**config.mk**
```make
export PLATFORM = sky130hd
export DESIGN_NAME = bus_burst_reader
export DESIGN_NICKNAME = d
export VERILOG_FILES = /design/src/rtl/bus_burst_reader.sv
export SDC_FILE = /design/constraint.sdc
export NUM_CORES = 1
export LEC_CHECK = 0
export CAP_MARGIN = 20
export CELL_PAD_IN_SITES_DETAIL_PLACEMENT = 0
export CELL_PAD_IN_SITES_GLOBAL_PLACEMENT = 2
export CORE_ASPECT_RATIO = 1.2
export CORE_MARGIN = 1.5
export CORE_UTILIZATION = 42
export CTS_BUF_LIST = sky130_fd_sc_hd__clkbuf_8
export CTS_CLUSTER_DIAMETER = 120
export DETAILED_ROUTE_END_ITERATION = 8
export GPL_TIMING_DRIVEN = 0
export PLACE_DENSITY_LB_ADDON = 0.1
export SLEW_MARGIN = 20
export SYNTH_ARGS = -nofsm -noshare
export SYNTH_HDL_FRONTEND = slang
export SYNTH_SLANG_ARGS = --single-unit
```
**constraint.sdc**
```tcl
create_clock -name sys_clk -period 3.3 [get_ports sys_clk]
set_input_delay 0.66 -clock sys_clk [delete_from_list [all_inputs] [get_ports sys_clk]]
set_output_delay 0.66 -clock sys_clk [all_outputs]
set_load 0.02 [all_outputs]
```
**src/rtl/bus_burst_reader.sv**
```systemverilog
// Bus read initiator that fetches a byte burst over the rd_req/rd_ack handshake
// into a first-word-fall-through FIFO drained by a consumer.
module bus_burst_reader #(
  parameter int DEPTH = 16,
  parameter int LEN_W = 12
) (
  input  logic             sys_clk,
  input  logic             reset_n,
  input  logic             start,
  input  logic [15:0]      start_addr,
  input  logic [LEN_W-1:0] length,
  input  logic             abort,
  output logic             busy,
  output logic             done,
  output logic             dma_req,
  output logic [15:0]      addr_out,
  output logic             rd_req,
  input  logic             rd_ack,
  input  logic [7:0]       data_in,
  output logic [7:0]       out_data,
  output logic             out_valid,
  input  logic             out_ready
);

  localparam int AW = $clog2(DEPTH);
  localparam logic [AW:0] CNT_DEPTH = (AW+1)'(DEPTH);

  localparam logic [1:0] S_IDLE   = 2'd0;
  localparam logic [1:0] S_FETCH  = 2'd1;
  localparam logic [1:0] S_FINISH = 2'd2;
  localparam logic [1:0] S_FLUSH  = 2'd3;

  logic [1:0]       state, state_next;
  logic             rd_req_next;
  logic [LEN_W-1:0] remaining, remaining_next;
  logic [7:0]       mem [DEPTH];
  logic [AW-1:0]    wr_ptr, rd_ptr;
  logic [AW:0]      count, count_next;
  logic             take, accept, push, pop, flush;

  assign take   = rd_req & rd_ack;
  assign accept = (state == S_IDLE) && start && !abort;
  assign push   = (state == S_FETCH) && !abort && take;
  assign flush  = (abort && ((state == S_IDLE) || (state == S_FETCH))) || (state == S_FLUSH);
  assign pop    = out_valid && out_ready && !flush;

  assign remaining_next = remaining - {{(LEN_W-1){1'b0}}, take};

  always_comb begin
    count_next = count;
    if (flush)
      count_next = '0;
    else
      count_next = count + {{AW{1'b0}}, push} - {{AW{1'b0}}, pop};
  end

  // A raised request is only ever released by its ack; new requests need FIFO space.
  always_comb begin
    state_next  = state;
    rd_req_next = rd_req;
    case (state)
      S_IDLE: begin
        rd_req_next = 1'b0;
        if (accept)
          state_next = (length == '0) ? S_FINISH : S_FETCH;
      end
      S_FETCH: begin
        if (abort) begin
          state_next  = S_FLUSH;
          rd_req_next = rd_req & ~rd_ack;
        end else if (take && (remaining_next == '0)) begin
          state_next  = S_FINISH;
          rd_req_next = 1'b0;
        end else if (rd_req && !rd_ack) begin
          rd_req_next = 1'b1;
        end else begin
          rd_req_next = (remaining_next != '0) && (count_next < CNT_DEPTH);
        end
      end
      S_FINISH: begin
        state_next  = S_IDLE;
        rd_req_next = 1'b0;
      end
      S_FLUSH: begin
        rd_req_next = rd_req & ~rd_ack;
        if (!rd_req || rd_ack)
          state_next = S_IDLE;
      end
      default: begin
        state_next  = S_IDLE;
        rd_req_next = 1'b0;
      end
    endcase
  end

  always_ff @(posedge sys_clk) begin
    if (!reset_n) begin
      state     <= S_IDLE;
      rd_req    <= 1'b0;
      addr_out  <= 16'h0000;
      remaining <= '0;
      wr_ptr    <= '0;
      rd_ptr    <= '0;
      count     <= '0;
    end else begin
      state  <= state_next;
      rd_req <= rd_req_next;
      count  <= count_next;
      if (accept) begin
        addr_out  <= start_addr;
        remaining <= length;
      end else if (push) begin
        addr_out  <= addr_out + 16'h0001;
        remaining <= remaining_next;
      end
      if (flush) begin
        wr_ptr <= '0;
        rd_ptr <= '0;
      end else begin
        if (push) wr_ptr <= wr_ptr + 1'b1;
        if (pop)  rd_ptr <= rd_ptr + 1'b1;
      end
    end
  end

  always_ff @(posedge sys_clk) begin
    if (push)
      mem[wr_ptr] <= data_in;
  end

  assign out_valid = (count != '0);
  assign out_data  = out_valid ? mem[rd_ptr] : 8'h00;
  assign busy      = (state != S_IDLE);
  assign dma_req   = busy;
  assign done      = (state == S_FINISH);

endmodule
```
; Word-level counts from Yosys, hierarchy flattened
; Memories as Yosys holds them, arrays and structs flattened. A register that Yosys moved wholly into a read port is not among the register bits.
; Cells that the tools add are included.
; W data, S select, Z words.
[word_totals]
regBits = 44
latchBits = 0
ramBits = 128
romBits = 0
input_bits = 42
out_inout_bits = 29
mem_count = 1
[op_classes]
n_addsub = 6
mul = 0
div_mod_pow = 0
order_cmp = 1
eq_ne = 6
n_shift = 0
n_mux = 20
bitwise_logic = 4
n_reduce_logical = 27
[mem_list]
columns = memory, words, width, read_ports, rd_clocked_by_memory_dff, wr, line
row1 = mem, 16, 8, 1, 1, 1, 36  ; logic [7:0] mem [DEPTH];
[ops]
columns = op, count
row1 = $mux W16, 2
row2 = $logic_not A12 Y1, 2
row3 = $mux W12, 2
row4 = $add A16 B1 Y16 const B, 1
row5 = $reduce_bool A12 Y1, 1
row6 = $sub A12 B1 Y12, 1
row7 = $logic_and A1 B1 Y1, 10
row8 = $mux W2, 5
row9 = $add A4 B1 Y4 const B, 2
row10 = $mux W4, 2
row11 = $mux W8, 1
row12 = $pmux W2 S4, 1
row13 = $add A5 B1 Y5, 1
row14 = $lt A5 B5 Y1 const B, 1
row15 = $mux W1, 5
row16 = $mux W5, 1
row17 = $reduce_bool A5 Y1, 1
row18 = $sub A5 B1 Y5, 1
row19 = $eq A2 B2 Y1 const B, 2
row20 = $logic_not A1 Y1, 4
row21 = $reduce_bool A2 Y1, 2
row22 = $reduce_or A2 Y1, 2
row23 = $logic_or A1 B1 Y1, 3
row24 = $ne A3 B2 Y1 const B, 1
row25 = 8 further kinds, 10

; Depth between registers and ports, before layout
; Gate-level depths: netlist of run 1.
[depth]
depth_word = 14
depth_mapped = 15
ltp_nobuf = 14

; Worst setup path after synthesis of run 1
; No wires, ideal clock.
[synth_path]
kind = in2reg
start = in abort
end = reg count[4]
t_arrival_ns = 2.725
t_required_ns = 3.234
path_slack_ns = 0.509
stages = 13
n_path_buf = 1
cell_sequence = or3b_4 -> nor2_1 -> buf_2 -> nand2_1 -> nand2_1 -> ha_1 -> inv_1 -> fa_1 -> inv_1 -> a21oi_1 -> o21bai_1 -> xnor2_1 -> nor2b_1
[synth_between]
elab_chain_len = 6
elab_cells_between_ends = 10
[synth_lines]
columns = element, line
row1 = from (decl), 12  ; input logic abort,
row2 = $logic_not A1 Y1 or $logic_and A1 B1 Y1 (tied branches), "43, 44"
row3 = $logic_and A1 B1 Y1 or $logic_or A1 B1 Y1 (tied branches), "43, 44"
row4 = $logic_and A1 B1 Y1 or $logic_not A1 Y1 (tied branches), "43, 45"
row5 = $add A5 B1 Y5 or $logic_and A1 B1 Y1 (tied branches), "54, 45"
row6 = $sub A5 B1 Y5, 54  ; count_next = count + {{AW{1'b0}}, push} - {{AW{1'b0}}, pop};
row7 = $mux W5 (*), 51  ; if (flush)
row8 = to (signal assigned), 108  ; count <= count_next;
row9 = to (decl), 38  ; logic [AW:0] count, count_next;
; Mark *: on every way between the ends. The rest lies on a longest branch, timed or not.
; A chain may end at the register's enable or synchronous reset.

==> results of run 1 <==
==> final timing paths <==
check,from,endpoint,slack [ns],depth (start not counted)
worst max register to register,count[3],rd_req,0.25,15
worst max-delay path,flip-flop,out_data[2],0.1,5
worst min register to register,addr_out[15],addr_out[15],0.51,2
worst min-delay path,addr_out[15],addr_out[15],0.51,2
==> per-layer routing <==
metal  routed length, µm  global-route usage  vias to the layer above
li1                    -                   -                     2229
met1                7180               0.240                     2377
met2                9390               0.351                      164
met3                 894              0.0419                       20
met4                 386              0.0753                        0
met5                   0                   0                        -
==> power breakdown <==
group          switching (mW)  internal (mW)  leakage, nW
Combinational           0.380          0.326         1.18
Sequential             0.0414           2.40         1.54
Clock                   0.771          0.515        0.168
Total                    1.19           3.25         2.89
==> per-stage QoR <==
step                      hold WS [ns]  setup TNS, ns  setup slack (ns)
after global placement           0.485         -61.62            -0.951
after CTS                        0.505              0           0.00549
final                            0.508              0            0.0966
after global routing             0.531              0           0.00459
after floorplan                  0.458              0             0.509
after detailed placement         0.494         -35.98            -0.479
==> cell families after synthesis <==
| kind of cell | count (synthesis) | share of synthesized area |
|---|---|---|
| AOI/OAI and AO/OA | 76 | 0.0654 |
| xor gates and xnor gates | 23 | 0.0265 |
| adders and majority gates | 14 | 0.0240 |
| buffers and inverters | 45 | 0.0258 |
| DFF | 176 | 0.632 |
| muxes | 41 | 0.120 |
| and+or+nand+nor | 159 | 0.106 |
==> cell type report <==
type                            instances  area [µm²]  area share
Clock buffer                           17         234      0.0259
Buffer                                 28         191      0.0212
Multi-Input combinational cell        313        2620       0.291
Sequential cell                       176        4810       0.533
Timing Repair Buffer                   76         741      0.0821
Tap cell                              220         275      0.0305
Inverter                               14        52.6     0.00583
Clock inverter                         14        96.3      0.0107
==> state kept, by name, indices dropped and copies added (netlist names), named ones only <==
signal and flops:
rd_ptr 4, mem 128, remaining 12, state 2
rd_req 1, wr_ptr 4, count 5, addr_out 16
==> worst register-to-register path: stages (launching register included) <==
cell and delay (ns):
sky130_fd_sc_hd__dfxtp_1 0.33, sky130_fd_sc_hd__inv_1 0.08, sky130_fd_sc_hd__ha_1 0.14, sky130_fd_sc_hd__or4b_2 0.61, sky130_fd_sc_hd__clkbuf_1 0.30, sky130_fd_sc_hd__nand3_1 0.21, sky130_fd_sc_hd__nand2_1 0.07, sky130_fd_sc_hd__nand2_1 0.07
sky130_fd_sc_hd__ha_1 0.16, sky130_fd_sc_hd__inv_1 0.06, sky130_fd_sc_hd__fa_1 0.39, sky130_fd_sc_hd__inv_1 0.07, sky130_fd_sc_hd__a21oi_1 0.06, sky130_fd_sc_hd__o21bai_1 0.17, sky130_fd_sc_hd__xnor2_1 0.11, sky130_fd_sc_hd__o31ai_1 0.18
==> layout by cell type (no fill, tap or decap), drive strengths merged, types with 3 or more instances in the layout <==
| cell type | count |
|---|---|
| a211oi | 6 |
| a21oi | 21 |
| a221oi | 5 |
| a31oi | 5 |
| and2 | 8 |
| and3 | 3 |
| buf | 15 |
| clkbuf | 36 |
| clkdlybuf4s15 | 3 |
| clkdlybuf4s50 | 62 |
| clkinv | 4 |
| clkinvlp | 4 |
| dfxtp | 48 |
| dlygate4sd2 | 5 |
| edfxtp | 128 |
| ha | 13 |
| inv | 20 |
| mux4 | 40 |
| nand2 | 30 |
| nand2b | 9 |
| nand3 | 7 |
| nand4 | 8 |
| nor2 | 54 |
| nor2b | 4 |
| nor3 | 10 |
| nor4 | 9 |
| o211ai | 3 |
| o21ai | 18 |
| or2 | 3 |
| or3 | 4 |
| xnor2 | 12 |
| xor2 | 11 |
==> timing repair <==
action | 4_1_cts | 5_1_grt
pin swaps | 0 | 0
setup buffers | 0 | 2
gates resized for setup | 27 | 9
endpoints found under the setup margin | 10 | 64
==> results.txt, run 1 <==
The number of buffers inserted for hold repair after clock tree synthesis came out at 0. By startpoint and endpoint, the worst setup path is classified as reg -> out. For the worst-skew pair, the clock arrives at the later sink with an insertion delay of between 0.4 and 0.5 ns. Of the post-synthesis cell area, the dominant cell type holds 0.506. The total area inside the core boundary comes to around 18,000 µm². Averaged over all synthesized cells, the footprint is around 14 µm². The clock skew after layout is between 0.015 and 0.02 ns. In the synthesized netlist, the cells that appear most often are sky130_fd_sc_hd__edfxtp_1 (128), sky130_fd_sc_hd__nor2_1 (54), sky130_fd_sc_hd__dfxtp_1 (48). Power spread over the standard cell area amounts to roughly 490 nW/µm². The number of antenna violations at the first check in global routing came out at 0.

The worst pin sits at a relative slew slack of 0.272. The most common cell in the synthesized netlist is sky130_fd_sc_hd__edfxtp_1. The run finished, with violations left. The total detailed-routing wirelength came out at 17,800 µm. For this run, asynchronously set or reset flops after synthesis account for 0. CTS placed an instance of sky130_fd_sc_hd__clkbuf_8 at the clock tree root. The time the worst path needs with I/O delays and setup is 3.20 ns. The total number of vias is approximately 4.8k. Among the stages of the critical path, the cell type that occurs most often is sky130_fd_sc_hd__mux4_2.

The portion of the post-synthesis area used by sequential elements is 0.632. The placed instance area is roughly 8600 µm². The initial DRC count came out at about 380.

The power consumption is around 4.4 mW. The detailed-route DRC error count came out at 2. The largest area contributor in the synthesized netlist is sky130_fd_sc_hd__edfxtp_1. The global placement routability congestion is between 0.8 and 0.9. In the synthesized netlist the dominant register cell turns out to be sky130_fd_sc_hd__edfxtp_1.

The critical path buffer and inverter count is 2. Data arrives at the worst endpoint at roughly 2.5 ns. The utilization after layout came out at 0.511.

The count of final setup violators is 0. The maximum number of pins on one net before global-route repair is 17. The leakage power figure is between 2 and 3 nW. The HPWL reported at the end of detailed placement came out at 12,500 µm. The cell with the biggest individual delay on the critical path is sky130_fd_sc_hd__mux4_2.

The count of pins over their slew limit is 0. The overall die height is 150 µm. The number of vias per cell came out at about 5.6. The required time at the endpoint of the critical path is between 2 and 3 ns.

The floorplan step set the die width to approximately 130 µm. After clock tree synthesis, the clock-pin slew on the worst setup and hold paths is around 0.09 ns. The wire length per cell is between 20 and 25 µm. The count of cell types in the netlist is 57. The longest clock path from root to sink contains 2 buffers.

The die covers around 19,000 µm². With fillers left out, the area of the finished cells amounts to around 9000 µm². The total routing resource utilization after global routing is 0.198. Before antenna repair, the detailed router went through 9 iterations. The worst setup path is launched from a flip-flop.

The actual slew at the worst max-slew pin is between 1 and 1.5 ns. For this run the aggregate overflow at the end of global routing stands at 0. The number of hold-slack violations in the final timing report is 0. The number of global-route vias before repair is between 4k and 5k. The area growth from synthesis to layout is 18.7%.

Setup repair after global routing left no endpoint under its margin. After the last flow step, the layout net total stands at 682. The number of levels in the clock H-tree is 4.

The number of placement rows came out at 53. The tightest min-delay check is of the reg -> reg type. The net count after synthesis came out at between 500 and 600.

The final reports fail on design-rule violations. The maximum fanout count along the critical path came out at 10. The number of instances in the placed design is around 830. TritonCTS built the clock tree. The effective utilization at floorplan is 0.431.

The post-synthesis register bit count is 176. The number of enable flip-flop cells after synthesis came out at between 100 and 150. The worst setup path is captured at an output port. The family with the most delay on the worst path is multiplexers. The count of buffers added on input and output ports is 70.

The residual antenna-violating net count after detailed routing is 0. The worst stage delay on the critical path came out at ~0.54 ns. The wire length of the first global-routing pass is approximately 28,000 µm.

The clock sink count came out at roughly 180. The post-layout instance count excluding filler cells is around 860. The number of instances in the synthesized netlist is 534. The number of fillers in the final layout is ~1.5k. The maximum VDD drop is between 0.2 and 0.25 mV. The critical path goes through buf_12, mux4_2, mux4_2, and2_1, dlygate4sd2_1. The top achievable clock speed is about 310 MHz. The synthesized netlist occupies a cell area of between 7000 and 8000 µm². The share of cells above drive strength 1 is 0.160. Sorting the synthesized cells by area gives the leading types as sky130_fd_sc_hd__edfxtp_1 (51%), sky130_fd_sc_hd__dfxtp_1 (13%), sky130_fd_sc_hd__mux4_2 (12%). The antenna diode count is 0. The max-capacitance violation count came out at 0. The count of yosys warnings during synthesis is 0.

The count of pins on the block boundary came out at between 70 and 80. Counting the buffers created by CTS gives 17. Of the available clock period, the critical path in the final layout requires 0.971.
No activity file was read; power rests on OpenSTA's default activity.
==> run 2, diff against run 1 <==
CAP_MARGIN = 40   (was 20)
==> results.txt, run 2 (synthesis gave the netlist of run 1 again) <==
The flow ran to the end, but the final reports show violations. The final reports fail on design-rule violations. The initial DRC count is 370 (-1.3%).

The residual antenna-violating net count after detailed routing came to 0 (unchanged). The net switching share of the total power came out at 0.259 (-0.00929). The slowest stage of the critical path is the sky130_fd_sc_hd__mux4_2 cell.

The maximum fanout count along the critical path is 10 (unchanged). STA classifies the critical path startpoint as a flip-flop. The cell that appears most often on the critical path is sky130_fd_sc_hd__mux4_2. The maximum VDD drop is 0.290 mV (+32%). The share of cells above drive strength 1 is 0.179 (+0.0193). The detailed-routing iteration count for the pre-antenna-repair pass was 9 (unchanged). The number of hold-slack violations in the final timing report was 0 (unchanged). The aggregate global routing overflow came out at 0 (unchanged). The remaining max-slew budget at the tightest pin was 0.473 (+0.200). The clock transition time at the flip-flop clock pins of the worst setup and hold paths is 0.09 ns (about the same).

The effective utilization at floorplan is 0.431 (unchanged). The setup slack after placement came out at -0.490 ns (-0.0110 ns). The required time at the endpoint of the critical path came to 2.64 ns (about the same). The setup slack on the worst flop-to-flop path came out at 0.35 ns (+0.10 ns). Ranked by flip-flop count, first place goes to mem. The wire length per cell came out at 20.4 µm (-1.9%). The actual slew at the worst max-slew pin came to 0.783 ns (-0.305 ns). The detailed-route DRC error count came out at 2 (unchanged).

The count of pins on the block boundary is 71 (unchanged). The share of power burned in registers came out at 0.533 (-0.018). The overall die height is 150 µm (unchanged). The signal on the critical path passes through buf_12, mux4_2, mux4_2, and2_1, dlygate4sd2_1. The part of the cycle the worst path needs is 0.971 (about the same). The number of antenna violations at the first check in global routing came out at 0 (unchanged). The net load switching power came to 1.19 mW (about the same).

The critical path capture point type is an output port. The max-capacitance violation count is 0 (unchanged). The die outline width came out at 126 µm (unchanged).

The number of buffers added by the clock tree synthesis step is 17 (unchanged). The count of pins over their slew limit was 0 (unchanged). The worst stage delay on the critical path came out at 0.53 ns (about the same). The core area was 17,600 µm² (unchanged). The class of the most critical hold timing path is reg -> reg. The TritonCTS clock tree is done.

The layout net count is 696 (+2.1%). The largest registers in the layout are mem (128), addr_out (16), remaining (12). The critical path data arrival time was 2.55 ns (about the same). The count of final setup violators is 0 (unchanged). The total die area is 18,900 µm² (unchanged). The number of global-route vias before repair was 4,940 (+2.0%). The wire length of the first global-routing pass came to 27,800 µm (+0.52%).

The relative contribution of combinational cells to total power came out at 0.153 (-0.006). The minimum setup slack in the final design is 0.0946 ns (-0.00205 ns). The cell area power density came out at 500 nW/µm² (+1.7%). The time the worst path needs with I/O delays and setup is 3.21 ns (+0.00205 ns). The power consumption came out at 4.59 mW (+3.5%). The placed instance area was 8730 µm² (+1.2%).

The number of flip-flops in the largest register is 128 (unchanged). The most common cell after layout, fill and taps aside is sky130_fd_sc_hd__edfxtp_1. Setup repair after global routing could not meet its margin everywhere. The antenna diode count is 0 (unchanged). The total routing resource utilization after global routing is 0.199 (+0.000281).

The clock insertion delay at the later pin of the skew report is 0.45 ns (about the same). The category of the most critical setup path is reg -> out. The maximum clock path buffer count came to 2 (unchanged). In the layout the commonest cells are sky130_fd_sc_hd__edfxtp_1 (128), sky130_fd_sc_hd__clkdlybuf4s50_1 (62), sky130_fd_sc_hd__nor2_1 (53), sky130_fd_sc_hd__dfxtp_1 (47), sky130_fd_sc_hd__mux4_2 (40). The clock sink count came out at 176 (unchanged). Clock tree synthesis selected as its root buffer the cell sky130_fd_sc_hd__clkbuf_8. The post-layout instance count excluding filler cells is 873 (+1.7%).

The total detailed-routing wirelength is 17,800 µm (-0.15%). The maximum number of pins on one net before global-route repair is 17 (unchanged). The number of placement rows came out at 53 (unchanged). The fraction of power consumed by the clock network is 0.314 (+0.024).

The top achievable clock speed was 312 MHz (about the same). The number of instances in the placed design came out at 841 (+1.6%). Relative to the synthesized area, the layout overhead comes to 20.8%. The number of vias per cell came to 5.54 (-0.69%). The global placement routability congestion came to 0.831 (unchanged). The count of buffers inserted at the top-level ports is 70 (unchanged). The leakage power figure was 3.00 nW (+4.0%). The final instance area is 9180 µm² (+1.8%).

The HPWL reported at the end of detailed placement came out at 12,900 µm (+3.1%). The total number of vias is 4,840 (+1.0%). The number of levels in the clock H-tree is 4 (unchanged). The clock skew after layout is 0.0164 ns (+0.0000729 ns). The total internal power came out at 3.40 mW (+4.8%).
-- run 2: cell types whose count changed in the layout (fill, tap and decap cells not counted), moves of 2 or more --
cell / previous run / this run
sky130_fd_sc_hd__buf_4: 9 / 20
sky130_fd_sc_hd__bufinv_16: 0 / 2
sky130_fd_sc_hd__clkbuf_2: 0 / 2
sky130_fd_sc_hd__inv_1: 17 / 19
-- run 2: final cells by class --
type	count	area, µm²
fillers	1524	8460
flip-flops and latches	176	4810
multi-input cells	313	2630
repair buffers	89	838
well taps	220	275
clock buffers	17	234
plain buffers	29	194
clock inverters	15	148
inverters	14	52.6
-- run 2: path summary, 6_finish.rpt --
kind,endpoint,cells after the start,startpoint
max,out_data[1],5,flip-flop
min,remaining[7],2,remaining[7]
max reg2reg,rd_req,15,count[3]
min reg2reg,remaining[7],2,remaining[7]
-- run 2: power groups by stage --
stage	Clock (mW)	Sequential, mW	Combinational [mW]
after floorplan	0	2.51	0.395
after global placement	0	2.49	0.712
after detailed placement	0	2.49	0.720
after CTS	1.48	2.45	0.702
after global routing	1.57	2.45	0.769
final	1.44	2.45	0.703
-- run 2: timing repair --
| action | 4_1_cts | 5_1_grt |
|---|---|---|
| hold buffers | 0 | 0 |
| setup endpoints to repair | 10 | 8 |
| resized for setup | 27 | 12 |
| setup buffers | 0 | 1 |
-- run 2: worst max-delay path, delay by kind of cell (launching register included) --
| kind | cells | cell delay, ns |
|---|---|---|
| buffers and inverters | 2 | 0.48 |
| DFF | 1 | 0.43 |
| muxes | 2 | 1.01 |
| and+or+nand+nor | 1 | 0.17 |
-- run 2: routing by layer --
| layer | global-route usage | share of wire | up-vias |
|---|---|---|---|
| met3 | 0.0394 | 0.042 | 25 |
| met2 | 0.348 | 0.52 | 150 |
| met4 | 0.0770 | 0.021 | 0 |
| met5 | 0 | 0 | - |
| li1 | - | - | 2261 |
| met1 | 0.244 | 0.42 | 2404 |
-- run 2: through the flow --
step | setup TNS (ns) | hold slack, ns | util
floorplan | 0 | 0.458 | -
global placement | -61.62 | 0.485 | 0.486
detailed placement | -16.22 | 0.490 | 0.495
CTS | 0 | 0.503 | 0.518
global route | -0.00341 | 0.522 | 0.520
finish | 0 | 0.501 | 0.520
